`src/rtl/gpio_in_stage.sv`:
```
// rtl/gpio_in_stage.sv - GPIO input synchronizer, sampler and sticky interrupt status
// Define GPIO_ECLK_SAMPLE_EN to build per-bit sampling on the gpio_eclk active edge.
module gpio_in_stage (
  input  logic        pclk,
  input  logic        presetn,
  input  logic [31:0] in_pad_i,
  input  logic        gpio_eclk,
  input  logic        nec,
  input  logic [31:0] eclk_sel,
  input  logic [31:0] ptrig,
  input  logic [31:0] inte,
  input  logic        ctrl_inte,
  input  logic [31:0] ints_clr,
  output logic [31:0] in_sync_o,
  output logic [31:0] ints_o,
  output logic        irq_o
);

  logic [31:0] pad_s1;
  logic [31:0] pad_s2;
  logic [31:0] prev;
  logic [31:0] sample_en;
  logic [31:0] evt;

  // Two-flop pad synchronizer; s1 feeds s2 with nothing in between
  always_ff @(posedge pclk or negedge presetn) begin
    if (!presetn) begin
      pad_s1 <= '0;
      pad_s2 <= '0;
    end else begin
      pad_s1 <= in_pad_i;
      pad_s2 <= pad_s1;
    end
  end

`ifdef GPIO_ECLK_SAMPLE_EN
  logic eclk_s1;
  logic eclk_s2;
  logic eclk_d;
  logic eclk_edge;

  // gpio_eclk is only data here: synchronize it and keep one cycle of history
  always_ff @(posedge pclk or negedge presetn) begin
    if (!presetn) begin
      eclk_s1 <= 1'b0;
      eclk_s2 <= 1'b0;
      eclk_d  <= 1'b0;
    end else begin
      eclk_s1 <= gpio_eclk;
      eclk_s2 <= eclk_s1;
      eclk_d  <= eclk_s2;
    end
  end

  // One-pclk pulse on the selected active edge of the synchronized eclk
  always_comb begin
    eclk_edge = 1'b0;
    if (nec) begin
      eclk_edge = ~eclk_s2 & eclk_d;
    end else begin
      eclk_edge = eclk_s2 & ~eclk_d;
    end
  end

  assign sample_en = ~eclk_sel | {32{eclk_edge}};
`else
  logic unused_eclk;

  assign unused_eclk = ^{gpio_eclk, nec, eclk_sel};
  assign sample_en   = '1;
`endif

  // Sampled readback: load enabled bits from s2, hold the others
  always_ff @(posedge pclk or negedge presetn) begin
    if (!presetn) begin
      in_sync_o <= '0;
    end else begin
      in_sync_o <= (pad_s2 & sample_en) | (in_sync_o & ~sample_en);
    end
  end

  // Previous readback value for edge detection
  always_ff @(posedge pclk or negedge presetn) begin
    if (!presetn) begin
      prev <= '0;
    end else begin
      prev <= in_sync_o;
    end
  end

  // Per-bit edge event on the edge direction chosen by ptrig
  always_comb begin
    evt = '0;
    evt = (ptrig & in_sync_o & ~prev) | (~ptrig & ~in_sync_o & prev);
  end

  // Sticky status: enabled events set, write-1 clears, set wins on collision
  always_ff @(posedge pclk or negedge presetn) begin
    if (!presetn) begin
      ints_o <= '0;
    end else begin
      ints_o <= (ints_o & ~ints_clr) | (evt & inte);
    end
  end

  // Registered interrupt request gated by the global enable
  always_ff @(posedge pclk or negedge presetn) begin
    if (!presetn) begin
      irq_o <= 1'b0;
    end else begin
      irq_o <= ctrl_inte & (|ints_o);
    end
  end

endmodule

```
`config.mk`:
```
export PLATFORM = sky130hd
export DESIGN_NAME = gpio_in_stage
export DESIGN_NICKNAME = d
export VERILOG_FILES = /design/src/rtl/gpio_in_stage.sv
export SDC_FILE = /design/constraint.sdc
export NUM_CORES = 1
export LEC_CHECK = 0
export ABC_AREA = 1
export CORE_MARGIN = 2
export CORE_UTILIZATION = 25
export CTS_BUF_LIST = sky130_fd_sc_hd__clkbuf_8 sky130_fd_sc_hd__clkbuf_16
export DETAILED_ROUTE_END_ITERATION = 7
export PLACE_DENSITY_LB_ADDON = 0.3
export SYNTH_ARGS = -nofsm -noshare
export SYNTH_HDL_FRONTEND = slang
export SYNTH_SLANG_ARGS = --single-unit
```
`constraint.sdc`:
```
create_clock -name pclk -period 2.7 [get_ports pclk]
set_clock_uncertainty 0.05 [all_clocks]
set_input_delay 0.54 -clock pclk [delete_from_list [all_inputs] [get_ports pclk]]
set_output_delay 0.54 -clock pclk [all_outputs]
set_load 0.01 [all_outputs]
```
### Word level (Yosys, flattened, before mapping)

Cells that the tools add are included.

| cells by class | value |
|---|---|
| add/sub/neg operators | 0 |
| multipliers | 0 |
| div/mod/pow operators | 0 |
| order comparisons | 0 |
| equal/unequal tests | 0 |
| shift-type cells | 0 |
| mux-type cells | 0 |
| bitwise logic cells | 13 |
| reduce and logical (&&, ||, !) cells | 1 |

Operators with widths:

| kind | count |
|---|---|
| $and A32 B32 Y32 | 6 |
| $not A32 Y32 | 4 |
| $or A32 B32 Y32 | 2 |
| $reduce_or A32 Y1 | 1 |
| $and A1 B1 Y1 | 1 |

| word-level totals | value |
|---|---|
| bits in registers | 161 |
| latch bits | 0 |
| bits in writable memories | 0 |
| memory bits (read-only) | 0 |
| bits of input ports | 165 |
| output and inout bits | 65 |
| logic and storage cells | 20 |
| memories kept | 0 |

### Depth between registers and ports, before layout

| depth | value |
|---|---|
| depth in word-level cells | 6 |
| depth in mapped cells | 6 |

### Worst setup path before layout

Ideal clock, no wire load.

| path | value |
|---|---|
| kind | input to register |
| start | input port ptrig[31] |
| end | register ints_o[31] |
| setup time | 0.130 ns |
| data arrival time | 0.828 ns |
| required time | 2.520 ns |
| setup slack | 1.692 ns |
| stages | 4 |
| path buffers | 0 |
| cells stage by stage | nand2_1 -> inv_1 -> o211ai_1 -> o21ai_0 |

| between the ends | value |
|---|---|
| word-level cells in the longest chain between the ends | 6 |

RTL lines:

| what | line | source |
|---|---|---|
| start, declared | 10 | `input logic [31:0] ptrig,` |
| $not A32 Y32 | 94 | `evt = (ptrig & in_sync_o & ~prev) \| (~ptrig & ~in_sync_o & prev);` |
| $and A32 B32 Y32 (2 in series) | 94 |  |
| $or A32 B32 Y32 * | 94 |  |
| $and A32 B32 Y32 * | 102 | `ints_o <= (ints_o & ~ints_clr) \| (evt & inte);` |
| $or A32 B32 Y32 * | 102 |  |
| end signal, assigned | 102 |  |
| end, declared | 15 | `output logic [31:0] ints_o,` |

Every way passes the cells marked *; elsewhere a longest branch is shown, timed or not.

### Worst setup path after layout

| path | value |
|---|---|
| start | register in_sync_o[20] |
| end | output port in_sync_o[20] |

RTL lines:

| what | line | source |
|---|---|---|
| start, declared | 14 | `output logic [31:0] in_sync_o,` |
| start signal, assigned | 78 | `in_sync_o <= (pad_s2 & sample_en) \| (in_sync_o & ~sample_en);` |

No word-level cell between the ends.

==> metrics.cfg <==
[layout]
num_antenna_cells=0
final_util_pct=39.9
syn2layout_area_growth_pct=58.2
fin_cells=887
drive_gt1_share_pct=5.83
nets=770

[detailed_routing]
dr.pass1.iters=4
drcViolationCount=0
drt-total-wl_um=11300
drtAntennaViolNets=0
vias=3528
wire_per_inst_um=12.8
drtIter0Drc=110
via_per_inst=3.98

[setup_path]
path_cells=clkdlybuf4s50_1
crit_path_end_kind=output pin
crit_family=buffers and inverters
crit_end=in_sync_o[20]
path_buf_inv=1
worstReg2RegEnd=irq_o$_DFF_PN0_
cp.depth=1
r2r_start=ints_o[15]$_DFF_PN0_
critical_path.max_fanout=4
rr_worst_depth=6
critPathLaunch=in_sync_o[20]$_DFF_PN0_
crit_path_top_delay_cell=clkdlybuf4s50_1
reg2reg_slack_ps=1460
start_kind=flop
arrival_ps=1420
slowest_delay_ps=600
required_ps=2110
path_class=flop to output pin

[floorplanning]
dieArea_um2=21500
num_rows=52
start_util_pct=25.2
coreArea_um2=20100
die_w_um=146
ios=230
die_h_um=146

[hold_path]
hold_class=input pin to async pin

[clock_tree]
clock_latency_ps=420
postCtsHoldBufs=0
cts-root-buf=clkbuf_16
post_cts_buffers=0
cts_tree=yes
clockBufferDepth=2
clock-sinks=161
htree_num_levels=4
cts-resized-gates=0
clk_pin_slew_worst_paths_ps=60
cts_buffers=17

[sta]
slew_headroom_pct=63.3
worst_pin_slew_ps=551
holdWs_ps=30.9
rsz0062_at_grt=false
setup_ws_ps=692
fin_crit_ps=2010
tns_ps=0
finalHoldViolCount=0
fmax_mhz=498
final_max_slew_viol_count=0
finalCritPeriodShare_pct=74.4
setup_viol=0

[global_routing]
grt_max_degree=61
grt_pass1_wl_um=18800
track_usage_pct=11.2
antenna_found_initial=2
globalRouteOverflowTotal=0
grt_pass1_vias=3682

[logic_synthesis]
synth_edf_count=0
yosysTopAreaCell=dfrtp_1
synth_cells=386
synth_commonest_cells=dfrtp_1 (161), inv_1 (65), o21ai_0 (64)
yosys_register_bits=161
synth.distinct_cells=6
synth_warnings=0
synthesis.area_um2=5070
syn_nets=551
synthArstFlopShare_pct=100
ys_seq_area_share_pct=79.4
yosysMostFrequentCell=dfrtp_1
synthFlopType=dfrtp_1
yosys-top-cells-area=dfrtp_1 (79%), o21ai_0 (6.3%), inv_1 (4.8%)
synth_top_area_share_pct=79.4
syn_area_per_cell_um2=13.1

[outcome]
status=complete, no violations

[placement]
dp.cells=856
post-dp-hpwl_um=8310
gp_congestion=0.776
dp_slack_ps=1090
port_buffers=195

[pwr]
p_leak_uw=0.00358
p_per_area_nw_per_um2=707
ir_drop_uv=381

[run]
drv_cap=0

routing by layer:
metal / up-vias / wire length [um] / global-route usage (%)
met4: 4 / 194 / 4.51
met1: 1678 / 4880 / 14.3
met2: 138 / 5270 / 16.9
met5: - / 21 / 0
li1: 1692 / - / -
met3: 16 / 975 / 4.97
sequential cells by signal (all words and copies together), names as in the netlist:
name / flops
pad_s2: 32
in_sync_o: 32
ints_o: 32
prev: 32
irq_o: 1
pad_s1: 32
power by group:
group	total, uW	internal [uW]	switching (uW)
logic	561	349	212
registers	2650	2560	92.6
clock network	2460	1500	959
cells by family (layout without fill, tap and decap cells):
kind of cell	after synthesis	after routing	share of synthesized area, %
buffers and inverters	65	296	4.81
AOI/OAI and AO/OA	96	96	11.0
and+or+nand+nor	64	64	4.73
DFF	161	161	79.4
final cells by class:
type	instances	area [um2]
Clock buffer	19	453
Clock inverter	12	156
Fill cell	1884	12100
Inverter	65	244
Multi-Input combinational cell	160	801
Sequential cell	161	4030
Tap cell	270	338
Timing Repair Buffer	200	2000
worst min-delay path by stage:
stage / startpoint / endpoint / slack (ps) / cells past startpoint
finish: presetn / pad_s1[22]$_DFF_PN0_ / 30 / 1
floorplan: presetn / in_sync_o[0]$_DFF_PN0_ / 190 / 0
global placement: pad_s1[26]$_DFF_PN0_ / pad_s2[26]$_DFF_PN0_ / 280 / 0
global route: presetn / pad_s1[22]$_DFF_PN0_ / 60 / 1
detailed placement: pad_s2[13]$_DFF_PN0_ / in_sync_o[13]$_DFF_PN0_ / 280 / 0
CTS: presetn / pad_s1[22]$_DFF_PN0_ / 60 / 1
layout by cell type (no fill, tap or decap):
cell,Yosys,final
inv_1,65,66
buf_6,0,1
dfrtp_1,161,161
clkinvlp_4,0,3
o21ai_0,64,64
inv_6,0,3
clkinv_4,0,1
clkinv_2,0,1
clkdlybuf4s50_1,0,194
buf_4,0,4
buf_12,0,1
nor2_1,22,22
o211ai_1,32,32
clkbuf_16,0,17
clkbuf_8,0,2
bufinv_16,0,3
nand2_1,42,42
per-stage QoR:
stage	instance area (um2)	power (uW)
5_1_grt	8020	5950
2_1_floorplan	5070	2810
3_5_place_dp	7410	3270
4_1_cts	8020	5780
6_report	8020	5680
3_3_place_gp	7410	3250
(Power assumes the default switching activity.)
